### src/rtl/mmio_acc_bridge_if.sv
// mmio_acc_bridge_if: datapath memory port and accelerator valid/ready streams of the MMIO bridge
interface mmio_acc_bridge_if #(parameter int D_WIDTH = 64);
  logic [9:0] mem_addr;
  logic [D_WIDTH-1:0] mem_wdata, mem_rdata, acc_tx_data, acc_rx_data;
  logic mem_we, mem_re, acc_tx_valid, acc_tx_ready, acc_rx_valid, acc_rx_ready, irq;
  modport master (
    output mem_addr, mem_wdata, mem_we, mem_re, acc_tx_ready, acc_rx_data, acc_rx_valid,
    input mem_rdata, acc_tx_data, acc_tx_valid, acc_rx_ready, irq
  );
  modport slave (
    input mem_addr, mem_wdata, mem_we, mem_re, acc_tx_ready, acc_rx_data, acc_rx_valid,
    output mem_rdata, acc_tx_data, acc_tx_valid, acc_rx_ready, irq
  );
endinterface

### src/rtl/mmio_acc_bridge.sv
// mmio_acc_bridge: CTRL/STATUS registers plus TX/RX FIFOs between the datapath memory port and an accelerator.
// Define ACC_BRIDGE_ERR_STICKY_EN to implement the sticky tx_ovf/rx_udf flags in STATUS[19:18].
module mmio_acc_bridge #(
  parameter int DEPTH = 8,
  parameter int D_WIDTH = 64
) (
  input logic clk,
  input logic reset,
  mmio_acc_bridge_if.slave bus
);
  localparam int AW = $clog2(DEPTH);
  localparam int CW = AW + 1;
  logic en, ie, irq_q;
  logic [D_WIDTH-1:0] tx_mem [DEPTH];
  logic [D_WIDTH-1:0] rx_mem [DEPTH];
  logic [AW-1:0] tx_wr, tx_rd, rx_wr, rx_rd;
  logic [CW-1:0] tx_cnt, rx_cnt;
  logic [D_WIDTH-1:0] rdata_q, rd_val, status;
  logic [1:0] region, sel;
  logic tx_ovf, rx_udf, wr_ctrl, flush;
  logic tx_full, tx_empty, rx_full, rx_empty;
  logic tx_push, tx_pop, rx_push, rx_pop;
  assign region = bus.mem_addr[9:8];
  assign sel = bus.mem_addr[4:3];
  assign wr_ctrl = bus.mem_we && region == 2'd1 && sel == 2'd0;
  assign flush = wr_ctrl && bus.mem_wdata[1];
  assign tx_full = tx_cnt == CW'(DEPTH);
  assign rx_full = rx_cnt == CW'(DEPTH);
  assign tx_empty = tx_cnt == '0;
  assign rx_empty = rx_cnt == '0;
  assign bus.acc_tx_valid = en && !tx_empty;
  assign bus.acc_rx_ready = en && !rx_full;
  assign bus.acc_tx_data = tx_mem[tx_rd];
  assign bus.mem_rdata = rdata_q;
  assign bus.irq = irq_q;
  // A push into a full TX FIFO is accepted only when the head leaves in the same cycle
  assign tx_pop = bus.acc_tx_valid && bus.acc_tx_ready;
  assign tx_push = bus.mem_we && region == 2'd2 && (!tx_full || tx_pop);
  assign rx_push = bus.acc_rx_valid && bus.acc_rx_ready;
  assign rx_pop = bus.mem_re && region == 2'd3 && !rx_empty;
  assign status = D_WIDTH'({rx_udf, tx_ovf, rx_empty, tx_full, 8'(rx_cnt), 8'(tx_cnt)});
  assign rd_val = (region == 2'd1 && sel == 2'd0) ? D_WIDTH'({ie, 1'b0, en}) :
                  (region == 2'd1 && sel == 2'd1) ? status :
                  (region == 2'd3 && !rx_empty) ? rx_mem[rx_rd] : '0;
  always_ff @(posedge clk) begin
    if (reset) begin
      en <= 1'b0;
      ie <= 1'b0;
      irq_q <= 1'b0;
      rdata_q <= '0;
      tx_wr <= '0;
      tx_rd <= '0;
      tx_cnt <= '0;
      rx_wr <= '0;
      rx_rd <= '0;
      rx_cnt <= '0;
    end else begin
      if (wr_ctrl) begin
        en <= bus.mem_wdata[0];
        ie <= bus.mem_wdata[2];
      end
      irq_q <= ie && !rx_empty;
      if (bus.mem_re && region != 2'd0) rdata_q <= rd_val;
      if (flush) begin
        tx_wr <= '0;
        tx_rd <= '0;
        tx_cnt <= '0;
        rx_wr <= '0;
        rx_rd <= '0;
        rx_cnt <= '0;
      end else begin
        if (tx_push) tx_wr <= tx_wr + 1'b1;
        if (tx_pop) tx_rd <= tx_rd + 1'b1;
        if (rx_push) rx_wr <= rx_wr + 1'b1;
        if (rx_pop) rx_rd <= rx_rd + 1'b1;
        tx_cnt <= tx_cnt + CW'(tx_push) - CW'(tx_pop);
        rx_cnt <= rx_cnt + CW'(rx_push) - CW'(rx_pop);
      end
    end
  end
  always_ff @(posedge clk) begin
    if (tx_push) tx_mem[tx_wr] <= bus.mem_wdata;
    if (rx_push) rx_mem[rx_wr] <= bus.acc_rx_data;
  end
`ifdef ACC_BRIDGE_ERR_STICKY_EN
  logic wr_stat;
  assign wr_stat = bus.mem_we && region == 2'd1 && sel == 2'd1;
  // Setting takes priority over a same-cycle W1C clear
  always_ff @(posedge clk) begin
    if (reset) begin
      tx_ovf <= 1'b0;
      rx_udf <= 1'b0;
    end else begin
      tx_ovf <= (bus.mem_we && region == 2'd2 && tx_full && !tx_pop) || (tx_ovf && !(wr_stat && bus.mem_wdata[18]));
      rx_udf <= (bus.mem_re && region == 2'd3 && rx_empty) || (rx_udf && !(wr_stat && bus.mem_wdata[19]));
    end
  end
`else
  assign tx_ovf = 1'b0;
  assign rx_udf = 1'b0;
`endif
endmodule

### src/flat_wrapper.sv
// flat-port wrapper written by rule: the top's interface ports become plain ports
module mmio_acc_bridge_flat 
#(
  parameter int DEPTH = 8,
  parameter int D_WIDTH = 64
)
  (clk, reset, bus_mem_addr, bus_mem_wdata, bus_mem_we, bus_mem_re, bus_acc_tx_ready, bus_acc_rx_data, bus_acc_rx_valid, bus_mem_rdata, bus_acc_tx_data, bus_acc_tx_valid, bus_acc_rx_ready, bus_irq);
  mmio_acc_bridge_if #(.D_WIDTH(D_WIDTH)) bus_i ();
  input logic clk;
  input logic reset;
  input wire logic [$bits(bus_i.mem_addr)-1:0] bus_mem_addr;
  input wire logic [$bits(bus_i.mem_wdata)-1:0] bus_mem_wdata;
  input wire logic [$bits(bus_i.mem_we)-1:0] bus_mem_we;
  input wire logic [$bits(bus_i.mem_re)-1:0] bus_mem_re;
  input wire logic [$bits(bus_i.acc_tx_ready)-1:0] bus_acc_tx_ready;
  input wire logic [$bits(bus_i.acc_rx_data)-1:0] bus_acc_rx_data;
  input wire logic [$bits(bus_i.acc_rx_valid)-1:0] bus_acc_rx_valid;
  output wire logic [$bits(bus_i.mem_rdata)-1:0] bus_mem_rdata;
  output wire logic [$bits(bus_i.acc_tx_data)-1:0] bus_acc_tx_data;
  output wire logic [$bits(bus_i.acc_tx_valid)-1:0] bus_acc_tx_valid;
  output wire logic [$bits(bus_i.acc_rx_ready)-1:0] bus_acc_rx_ready;
  output wire logic [$bits(bus_i.irq)-1:0] bus_irq;
  assign bus_i.mem_addr = bus_mem_addr;
  assign bus_i.mem_wdata = bus_mem_wdata;
  assign bus_i.mem_we = bus_mem_we;
  assign bus_i.mem_re = bus_mem_re;
  assign bus_i.acc_tx_ready = bus_acc_tx_ready;
  assign bus_i.acc_rx_data = bus_acc_rx_data;
  assign bus_i.acc_rx_valid = bus_acc_rx_valid;
  assign bus_mem_rdata = bus_i.mem_rdata;
  assign bus_acc_tx_data = bus_i.acc_tx_data;
  assign bus_acc_tx_valid = bus_i.acc_tx_valid;
  assign bus_acc_rx_ready = bus_i.acc_rx_ready;
  assign bus_irq = bus_i.irq;
  mmio_acc_bridge #(.DEPTH(DEPTH), .D_WIDTH(D_WIDTH)) u_core (.clk(clk), .reset(reset), .bus(bus_i));
endmodule
### config.mk
export PLATFORM = sky130hd
export DESIGN_NAME = mmio_acc_bridge_flat
export DESIGN_NICKNAME = d
export VERILOG_FILES = /design/src/rtl/mmio_acc_bridge_if.sv /design/src/rtl/mmio_acc_bridge.sv /design/src/flat_wrapper.sv
export SDC_FILE = /design/constraint.sdc
export NUM_CORES = 1
export LEC_CHECK = 0
export ABC_AREA = 0
export BUFFER_PORTS_ARGS = -buffer_cell sky130_fd_sc_hd__buf_2
export CORE_MARGIN = 5
export CORE_UTILIZATION = 54
export DETAILED_ROUTE_END_ITERATION = 8
export GPL_TIMING_DRIVEN = 0
export PLACE_DENSITY_LB_ADDON = 0.1
export RECOVER_POWER = 25
export REMOVE_ABC_BUFFERS = 1
export SETUP_SLACK_MARGIN = 0.02
export SKIP_LAST_GASP = 1
export SLEW_MARGIN = 0
export SYNTH_ARGS = -nofsm -noshare
export SYNTH_HDL_FRONTEND = slang
export SYNTH_SLANG_ARGS = --single-unit
### constraint.sdc
create_clock -name clk -period 7.2 [get_ports clk]
set_input_delay 0.72 -clock clk [delete_from_list [all_inputs] [get_ports clk]]
set_output_delay 0.72 -clock clk [all_outputs]
set_load 0.02 [all_outputs]
==> results of run 1 <==
per-layer routing:
metal / global-route usage / wire (um) / vias up
li1: - / - / 8583
met5: 0 / 112 / -
met1: 0.2718 / 33940 / 10150
met4: 0.04788 / 1851 / 18
met2: 0.3702 / 45270 / 451
met3: 0.05281 / 5444 / 137
cell usage after synthesis (11+ instances only):
cell type,n,area (um^2)
mux2_2,66,743.2
mux4_2,256,5766
buf_4,14,105.1
buf_1,12,45.04
edfxtp_1,1024,30750
dfxtp_1,93,1862
clkbuf_1,27,101.4
inv_1,20,75.07
nor2_1,31,116.4
buf_2,29,145.1
nand2_1,117,439.2
mux2i_1,11,110.1
a22oi_1,66,495.5
ha_1,16,200.2
placed cells by master (no fill, tap or decap), types with 5 or more instances in the layout:
cell type	n
a22oi_1	66
buf_12	12
buf_16	16
buf_2	181
buf_4	15
buf_6	81
buf_8	10
bufinv_16	8
clkbuf_1	119
clkbuf_16	112
clkbuf_8	9
clkinv_1	15
clkinv_2	23
dfxtp_1	88
dfxtp_4	5
diode_2	13
edfxtp_1	1024
ha_1	16
inv_1	20
mux2_2	66
mux2i_1	11
mux4_2	256
nand2_1	117
nor2_1	26
nor2_4	5
nor3_2	6
o21ai_0	5
xnor2_1	7
power by group:
group	switching [W]	internal, W	total [W]
sequential	0.0000282	0.00712	0.00714
combinational	0.000269	0.000195	0.000463
clock	0.00234	0.00325	0.00558
total	0.00264	0.0106	0.0132
layout make-up:
type	instances	share of cell area
sequential	1117	0.6629
multi-input combinational	632	0.1735
timing repair buffer	402	0.06273
clock buffer	153	0.06189
tap	1030	0.02618
clock inverter	52	0.01065
inverter	20	0.001525
antenna	13	0.0006609
sequential cells by signal (all words and copies together) (netlist names), named ones only:
| name | flops |
|---|---|
| u_core.bus.mem_rdata | 64 |
| u_core.ie | 1 |
| u_core.rx_rd | 3 |
| u_core.rx_cnt | 4 |
| u_core.rx_mem | 512 |
| u_core.tx_mem | 512 |
| u_core.en | 1 |
| u_core.rx_wr | 3 |
| u_core.bus.irq | 1 |
| u_core.tx_wr | 3 |
| u_core.tx_rd | 3 |
| u_core.tx_cnt | 4 |
how the worst max path moves through the flow:
stage,from,slack (ps),end
floorplan,u_core.rx_cnt[2],-910,u_core.rx_mem[0][0]
global placement,u_core.rx_cnt[1],-7680,u_core.rx_mem[0][5]
detailed placement,u_core.rx_cnt[2],3530,u_core.rx_mem[2][46]
CTS,register,3210,bus_acc_tx_data[18]
global route,register,3070,bus_acc_tx_data[25]
finish,register,3360,bus_acc_tx_data[3]
kinds of logic (layout without fill, tap and decap cells):
kind of cell             after synthesis  count (layout)  synth area share
AND/OR/NAND/NOR                      181             181           0.01973
flip-flops                          1117            1117            0.7839
AO/OA/AOI/OAI                         89              89           0.01594
adder cells (fa/ha/maj)               18              18          0.005775
XOR/XNOR                              11              11          0.002316
multiplexers                         333             333            0.1591
buffers and inverters                109             627           0.01323
other                                  0              13                 0
critical path, delay by kind of cell, from the launching register on:
kind,cells,cell delay (ps)
buffers and inverters,3,830
DFF,1,710
muxes,2,840
per-stage QoR:
step	utilization	hold WS, ps	TNS, ps
detailed placement	0.6001	424.9	0
CTS	0.6470	272.3	0
global route	0.6457	317.7	0
finish	0.6460	331.0	0
global placement	0.5742	422.4	-3791160
floorplan	-	464.1	-57980
==> results_dict.tcl, run 1 <==
set metrics [dict create \
    cts-htree-levels 3 \
    die_x_um 287.6 \
    yosysUniqueCellTypes 46 \
    worst_hold_path.num_cells 1 \
    syn_area_mm2 0.04160 \
    drt_first_iter_violations 1331 \
    ir_worst_vdd_v 0.0002201 \
    cp-start-kind "register" \
    r2r_slack_ps 3550 \
    hold_viol 0 \
    worst-setup-path-type "register to output pin" \
    fin_ws_ps 3361 \
    dr.pass1.iters 4 \
    start_util 0.5459 \
    synthArstFlopShare 0 \
    syn_inst 1858 \
    syn2layout_area_growth_pct 18.33 \
    path_clk_slew_ps 60 \
    place_area_mm2 0.04573 \
    boundaryPins 275 \
    status "finished clean" \
    postCtsSetupBuffers 0 \
    fin_crit_sh 0.5333 \
    grt_overflow 0 \
    grt_setup_unrepaired "false" \
    timing.rr.end "u_core.rx_mem[2][23]" \
    io_buffer_count 268 \
    n_fill_cell 5206 \
    dieHeight_um 287.6 \
    clk_latency_ps 670 \
    worstPathArrival_ps 3120 \
    vias 19340 \
    ys_seq_elements 1117 \
    clockBufferDepth 3 \
    synth_ff_type "edfxtp_1" \
    grt_pass1_vias 20790 \
    worst_slew_pin_slew_ps 995.7 \
    cts_root_buf "clkbuf_16" \
    p_per_area_mw_per_mm2 268.0 \
    setup-violations-final 0 \
    max_stage_delay_ps 710 \
    die_area_mm2 0.08269 \
    detailedPlace.worstSlack_ps 3531 \
    yosysWarnings 0 \
    vias_per_cell 5.657 \
    rows 101 \
    layout-drive-gt1-share 0.3481 \
    antenna_found_initial 21 \
    max_freq_mhz 260.5 \
    avgSynthCellArea_um2 22.39 \
    post_cts_resized 0 \
    grt_max_degree 58 \
    final_nets 2445 \
    drv_cap 0 \
    ys_seq_area_frac 0.7839 \
    timing.rr.start "u_core.rx_cnt[1]" \
    min_path_type "primary input to register" \
    clock_sink_count 1117 \
    fin_cells 3419 \
    synth-edff-count 1024 \
    stdcell_area_mm2 0.04923 \
    fin_worst_skew_ps 22.22 \
    end_kind "output pin" \
    max_slew_margin 0.3326 \
    place_inst 3201 \
    seq_area_mm2 0.03263 \
    ctsHoldBuffers 0 \
    min_to "u_core.rx_mem[1][36]" \
    core_area_mm2 0.07620 \
    critical_path_peak_fanout 41 \
    post-dp-hpwl_um 56010 \
    drc 0 \
    p_total_w 0.01319 \
    ant_nets 0 \
    cts_buffers 110 \
    drt-total-wl_um 86610 \
    cp_slowest_cell "dfxtp_4" \
    p_leak_nw 15.98 \
    final_max_slew_viol_count 0 \
    wl_per_cell_um 25.33 \
    crit_top_cell "buf_16" \
    cp_cell_sequence "buf_16, buf_16, mux4_2, mux2_2, buf_2" \
    grt_usage 0.2117 \
    worstHoldStart "bus_acc_rx_data[36]" \
    multi_input_comb_area_mm2 0.008541 \
    cts_tree "yes" \
    period_minus_slack_ps 3839 \
    required_ps 6480 \
    place.gp.congestion 0.7321 \
    reg2regPathDepth 12 \
    grt_first_pass_wirelength_um 131000 \
]
No activity file was read; power rests on OpenSTA's default activity.
==> run 2, diff against run 1 <==
Settings changed: ABC_AREA 0 to 1.
Clock period 7.2 ns to 3.1 ns, I/O delays scaled along.
==> run 2 against run 1 <==
Against the previous run:
- flip-flop and latch count did not move
- first-iteration DRC count grew 76%
- critical path depth is 5 higher
- wire length grew 25%
- critical path type is now register to register
- critical endpoint is now u_core.tx_mem[4][31]
- largest cell class unchanged
- highest routed layer unchanged
==> results_dict.tcl, run 2 <==
set metrics [dict create \
    place_inst 4641 \
    clock_sink_count 1117 \
    max_stage_delay_ps 610 \
    syn_area_mm2 0.04357 \
    cts-htree-levels 3 \
    synth_area_leader_cell "edfxtp_1" \
    ys_seq_area_frac 0.7485 \
    core_area_mm2 0.08029 \
    end_kind "register" \
    final_max_slew_viol_count 0 \
    p_per_area_mw_per_mm2 602.9 \
    grt_setup_unrepaired "true" \
    ys_seq_elements 1117 \
    drv_cap 0 \
    max_freq_mhz 336.8 \
    place_area_mm2 0.04705 \
    syn_inst 3423 \
    worst-setup-path-type "register to register" \
    avgSynthCellArea_um2 12.73 \
    cp_cell_sequence "inv_1, ha_1, nand3_1, nand3_1, nand2_1, nand2_1, nor3_2, buf_6, buf_8, buf_6" \
    clockBufferDepth 3 \
    syn2layout_area_growth_pct 19.82 \
    fin_worst_skew_ps 22.15 \
    vias_per_cell 5.651 \
    io_buffer_count 268 \
    fin_cells 5003 \
    rows 104 \
    period_minus_slack_ps 2969 \
    synthDominantCellAreaShare 0.7058 \
    post-synth-top-count-cell "edfxtp_1" \
    synthArstFlopShare 0 \
    required_ps 3460 \
    cts_tree "yes" \
    yosysUniqueCellTypes 27 \
    grt_pass1_vias 28270 \
    fin_crit_sh 0.9578 \
    cts_root_buf "clkbuf_16" \
    synth.top_cells.by_area "edfxtp_1, nor2_1, dfxtp_1" \
    yosysWarnings 0 \
    status "finished clean" \
    cp_top_family "simple AND/OR/NAND/NOR gates" \
    p_leak_nw 18.15 \
    ant_nets 0 \
    tns_ps 0 \
    grt_overflow 0 \
    antenna_found_initial 14 \
    path_clk_slew_ps 70 \
    setup-violations-final 0 \
    die_area_mm2 0.08647 \
    die_x_um 294.1 \
    grt_first_pass_wirelength_um 164100 \
    start_util 0.5427 \
    wl_per_cell_um 21.72 \
    drc 0 \
    layout-drive-gt1-share 0.1327 \
    stdcell_area_mm2 0.05220 \
    clk_latency_ps 660 \
    critPathBufInv 4 \
    synth-edff-count 1024 \
    grt_usage 0.2447 \
    p_total_w 0.03147 \
    boundaryPins 275 \
    min_path_type "primary input to register" \
    vias 28270 \
    ys_top_cells_by_count "edfxtp_1, nor2_1, nand2_1" \
    max_slew_margin 0.3694 \
    final_cell_mix "edfxtp_1, nor2_1, nand2_1" \
    grt_max_degree 155 \
    ir_worst_vdd_v 0.0005244 \
    hold_viol 0 \
    post-dp-hpwl_um 60810 \
    synth_ff_type "edfxtp_1" \
    place.gp.congestion 0.7672 \
    drt_first_iter_violations 2338 \
    cp_slowest_cell "nor3_2" \
    cp-start-kind "register" \
    worst_slew_pin_slew_ps 945.9 \
    critical_path_peak_fanout 15 \
    worstPathArrival_ps 3330 \
    holdWs_ps 45.44 \
    cts_buffers 111 \
    dieHeight_um 294.1 \
    drt-total-wl_um 108600 \
    dr.pass1.iters 6 \
    final_nets 4001 \
    final_common_cell "edfxtp_1" \
]
[run 2: changes by cell type in the layout (fill, tap and decap cells not counted), sizes merged, moves of 80 or more]
cell	delta
nand3	+118
inv	+85
o21ai	+345
dlygate4sd3	+129
nor2	+702
nand2	+301
a21oi	+80
o211ai	+106
mux4	-256
o32ai	+128
[run 2: cell families after synthesis]
| logic type | Yosys count | synth area share |
|---|---|---|
| AO/OA/AOI/OAI | 672 | 0.09503 |
| flip-flops | 1117 | 0.7485 |
| AND/OR/NAND/NOR | 1289 | 0.1153 |
| buffers and inverters | 323 | 0.03483 |
| XOR/XNOR | 4 | 0.0008040 |
| adder cells (fa/ha/maj) | 18 | 0.005514 |
[run 2: layer usage]
| layer | global-route usage | part of all wire | up-vias |
|---|---|---|---|
| met1 | 0.3205 | 0.40 | 14040 |
| met4 | 0.06366 | 0.022 | 10 |
| li1 | - | - | 13170 |
| met5 | 0 | 0.00064 | - |
| met2 | 0.4247 | 0.51 | 890 |
| met3 | 0.04755 | 0.068 | 165 |
[run 2: worst paths after layout]
path	startpoint	to	slack, ps	cells past startpoint
max	u_core.tx_cnt[2]	u_core.tx_mem[4][31]	130	10
min	reset	u_core.bus.mem_rdata[11]	50	2
max reg2reg	u_core.tx_cnt[2]	u_core.tx_mem[4][31]	130	10
min reg2reg	u_core.bus.mem_rdata[28]	u_core.bus.mem_rdata[28]	460	2
[run 2: area by class of cell]
type,count,area (um^2)
antenna,9,22.52
inverter,106,454.2
timing repair buffer,518,4521
tap,1060,1326
multi-input combinational,1983,9587
clock buffer,146,3032
sequential,1117,32630
fill,5803,28080
clock inverter,62,609.3
timing repair inverter,2,17.52
[run 2: metrics by stage]
step	worst slack, ps	util
5_1_grt	-19.77	0.6501
4_1_cts	-28.44	0.6494
6_report	130.9	0.6502
3_3_place_gp	-17870	0.5619
2_1_floorplan	-7625	-
3_5_place_dp	-960.0	0.5861
[run 2: power by group]
part	internal (W)	switching, W
sequential	0.0166	0.0000697
combinational	0.000558	0.00107
clock	0.00778	0.00544
total	0.0249	0.00659
[run 2: what timing repair did]
action,in CTS,in global routing
gates resized for setup,9,8
buffers inserted,4,6
gates cloned,3,3
pin swaps,2,0
endpoints found under the hold margin,1027,0
endpoints found under the setup margin,121,97
hold buffers,129,0
==> run 3, diff against run 2 <==
--- a/constraint.sdc
+++ b/constraint.sdc
@@ -3,2 +3,2 @@
 set_output_delay 0.31 -clock clk [all_outputs]
-set_load 0.02 [all_outputs]
+set_load 0.01 [all_outputs]
==> run 3 against run 2 <==
Against the previous run:
- power shrank 0.17%
- maximum frequency grew 0.34%
- sequential share of layout area hardly changed
==> results_dict.tcl, run 3 (synthesis gave the netlist of run 2 again) <==
set metrics [dict create \
    worstPathArrival_ps 3320 \
    final_nets 4000 \
    detailedPlace.worstSlack_ps -960.0 \
    start_util 0.5427 \
    layout-drive-gt1-share 0.1325 \
    grt_overflow 0 \
    place_area_mm2 0.04705 \
    worst-setup-path-type "register to register" \
    worst_slew_pin_slew_ps 952.5 \
    fin_crit_sh 0.9546 \
    vias 28280 \
    period_minus_slack_ps 2959 \
    required_ps 3470 \
    multi_input_comb_area_mm2 0.009587 \
    max_stage_delay_ps 610 \
    status "finished clean" \
    ant_nets 0 \
    drt_first_iter_violations 2291 \
    antenna_found_initial 14 \
    hold_viol 0 \
    drt-total-wl_um 108300 \
    wl_per_cell_um 21.64 \
    path_clk_slew_ps 70 \
    syn2layout_area_growth_pct 19.77 \
    core_area_mm2 0.08029 \
    grt_setup_unrepaired "true" \
    dr.pass1.iters 5 \
    io_buffer_count 268 \
    seq_area_mm2 0.03263 \
    cp_slowest_cell "nor3_2" \
    place.gp.congestion 0.7672 \
    cp_cell_sequence "inv_1, ha_1, nand3_1, nand3_1, nand2_1, nand2_1, nor3_2, buf_6, buf_8, buf_6" \
    grt_max_degree 155 \
    final_cell_mix "edfxtp_1, nor2_1, nand2_1" \
    die_x_um 294.1 \
    fin_ws_ps 140.8 \
    setup-violations-final 0 \
    rows 104 \
    p_leak_nw 18.14 \
    final_max_slew_viol_count 0 \
    vias_per_cell 5.652 \
    drv_cap 0 \
    cts_root_buf "clkbuf_16" \
    cts-htree-levels 3 \
    boundaryPins 275 \
    dieHeight_um 294.1 \
    end_kind "register" \
    clockBufferDepth 3 \
    n_fill_cell 5806 \
    cts_buffers 111 \
    p_per_area_mw_per_mm2 602.2 \
    clock_sink_count 1117 \
    max_slew_margin 0.3650 \
    p_total_w 0.03142 \
    min_path_type "primary input to register" \
    tns_ps 0 \
    fin_worst_skew_ps 26.44 \
    die_area_mm2 0.08647 \
    stdcell_area_mm2 0.05218 \
    cp-start-kind "register" \
    grt_pass1_vias 28180 \
    critical_path_peak_fanout 15 \
    max_freq_mhz 337.9 \
    post-dp-hpwl_um 60810 \
    final_common_cell "edfxtp_1" \
    drc 0 \
    ir_worst_vdd_v 0.0005224 \
    clk_latency_ps 660 \
    grt_usage 0.2435 \
    grt_first_pass_wirelength_um 163200 \
    cts_tree "yes" \
]
==> run 3: changes by cell type in the layout (fill, tap and decap cells not counted) <==
cell       previous run  this run
inv_8                 1         2
inv_6                 3         2
diode_2               9        10
clkbuf_16           115       114
==> run 3: worst paths after layout <==
| path | startpoint | to | slack, ps | depth (start not counted) |
|---|---|---|---|---|
| worst max-delay path | u_core.tx_cnt[2] | u_core.tx_mem[4][31] | 140 | 10 |
| worst min-delay path | reset | u_core.bus.mem_rdata[11] | 40 | 2 |
| worst max register to register | u_core.tx_cnt[2] | u_core.tx_mem[4][31] | 140 | 10 |
| worst min register to register | u_core.rx_rd[2] | register | 460 | 2 |
==> run 3: metal layers <==
metal	GRT usage	vias to the layer above	wire length, um
met1	0.3187	13970	43130
met5	0	-	63
met2	0.4205	939	55010
met4	0.06699	10	2573
met3	0.04792	184	7471
li1	-	13170	-
==> run 3: power by group <==
| part | internal [W] | switching [W] |
|---|---|---|
| clock | 0.00778 | 0.00545 |
| sequential | 0.0166 | 0.0000698 |
| combinational | 0.000557 | 0.00102 |
==> run 3: critical path: cells and delay by family, from the launching register on <==
family	cells	cell delay, ps
flops	1	330
simple gates	5	1440
buf+inv	4	660
fa+ha+maj	1	220
==> run 3: area by class of cell <==
cell class | instances | share of cell area
Multi-Input combinational cell | 1983 | 0.1837
Clock buffer | 146 | 0.05810
Sequential cell | 1117 | 0.6254
Antenna cell | 10 | 0.0004795
Timing Repair inverter | 2 | 0.0003836
Timing Repair Buffer | 517 | 0.08615
Inverter | 106 | 0.008704
Tap cell | 1060 | 0.02542
Clock inverter | 62 | 0.01168
==> run 3: metrics by stage <==
step           hold slack (ps)  instances    util
6_report                 43.57       5003  0.6500
5_1_grt                  34.71       4998  0.6498
4_1_cts                  7.197       4984  0.6493
3_5_place_dp             454.4       4641  0.5861
3_3_place_gp             441.1       4534  0.5619
2_1_floorplan            372.4       3206       -
==> run 3: what timing repair did <==
| action | in CTS | in global routing |
|---|---|---|
| pin swaps | 2 | 0 |
| resized for setup | 9 | 8 |
| hold endpoints to repair | 1027 | 0 |
| setup endpoints to repair | 120 | 121 |
| hold buffers | 129 | 0 |
| buffers inserted | 4 | 6 |
| gates cloned | 2 | 3 |
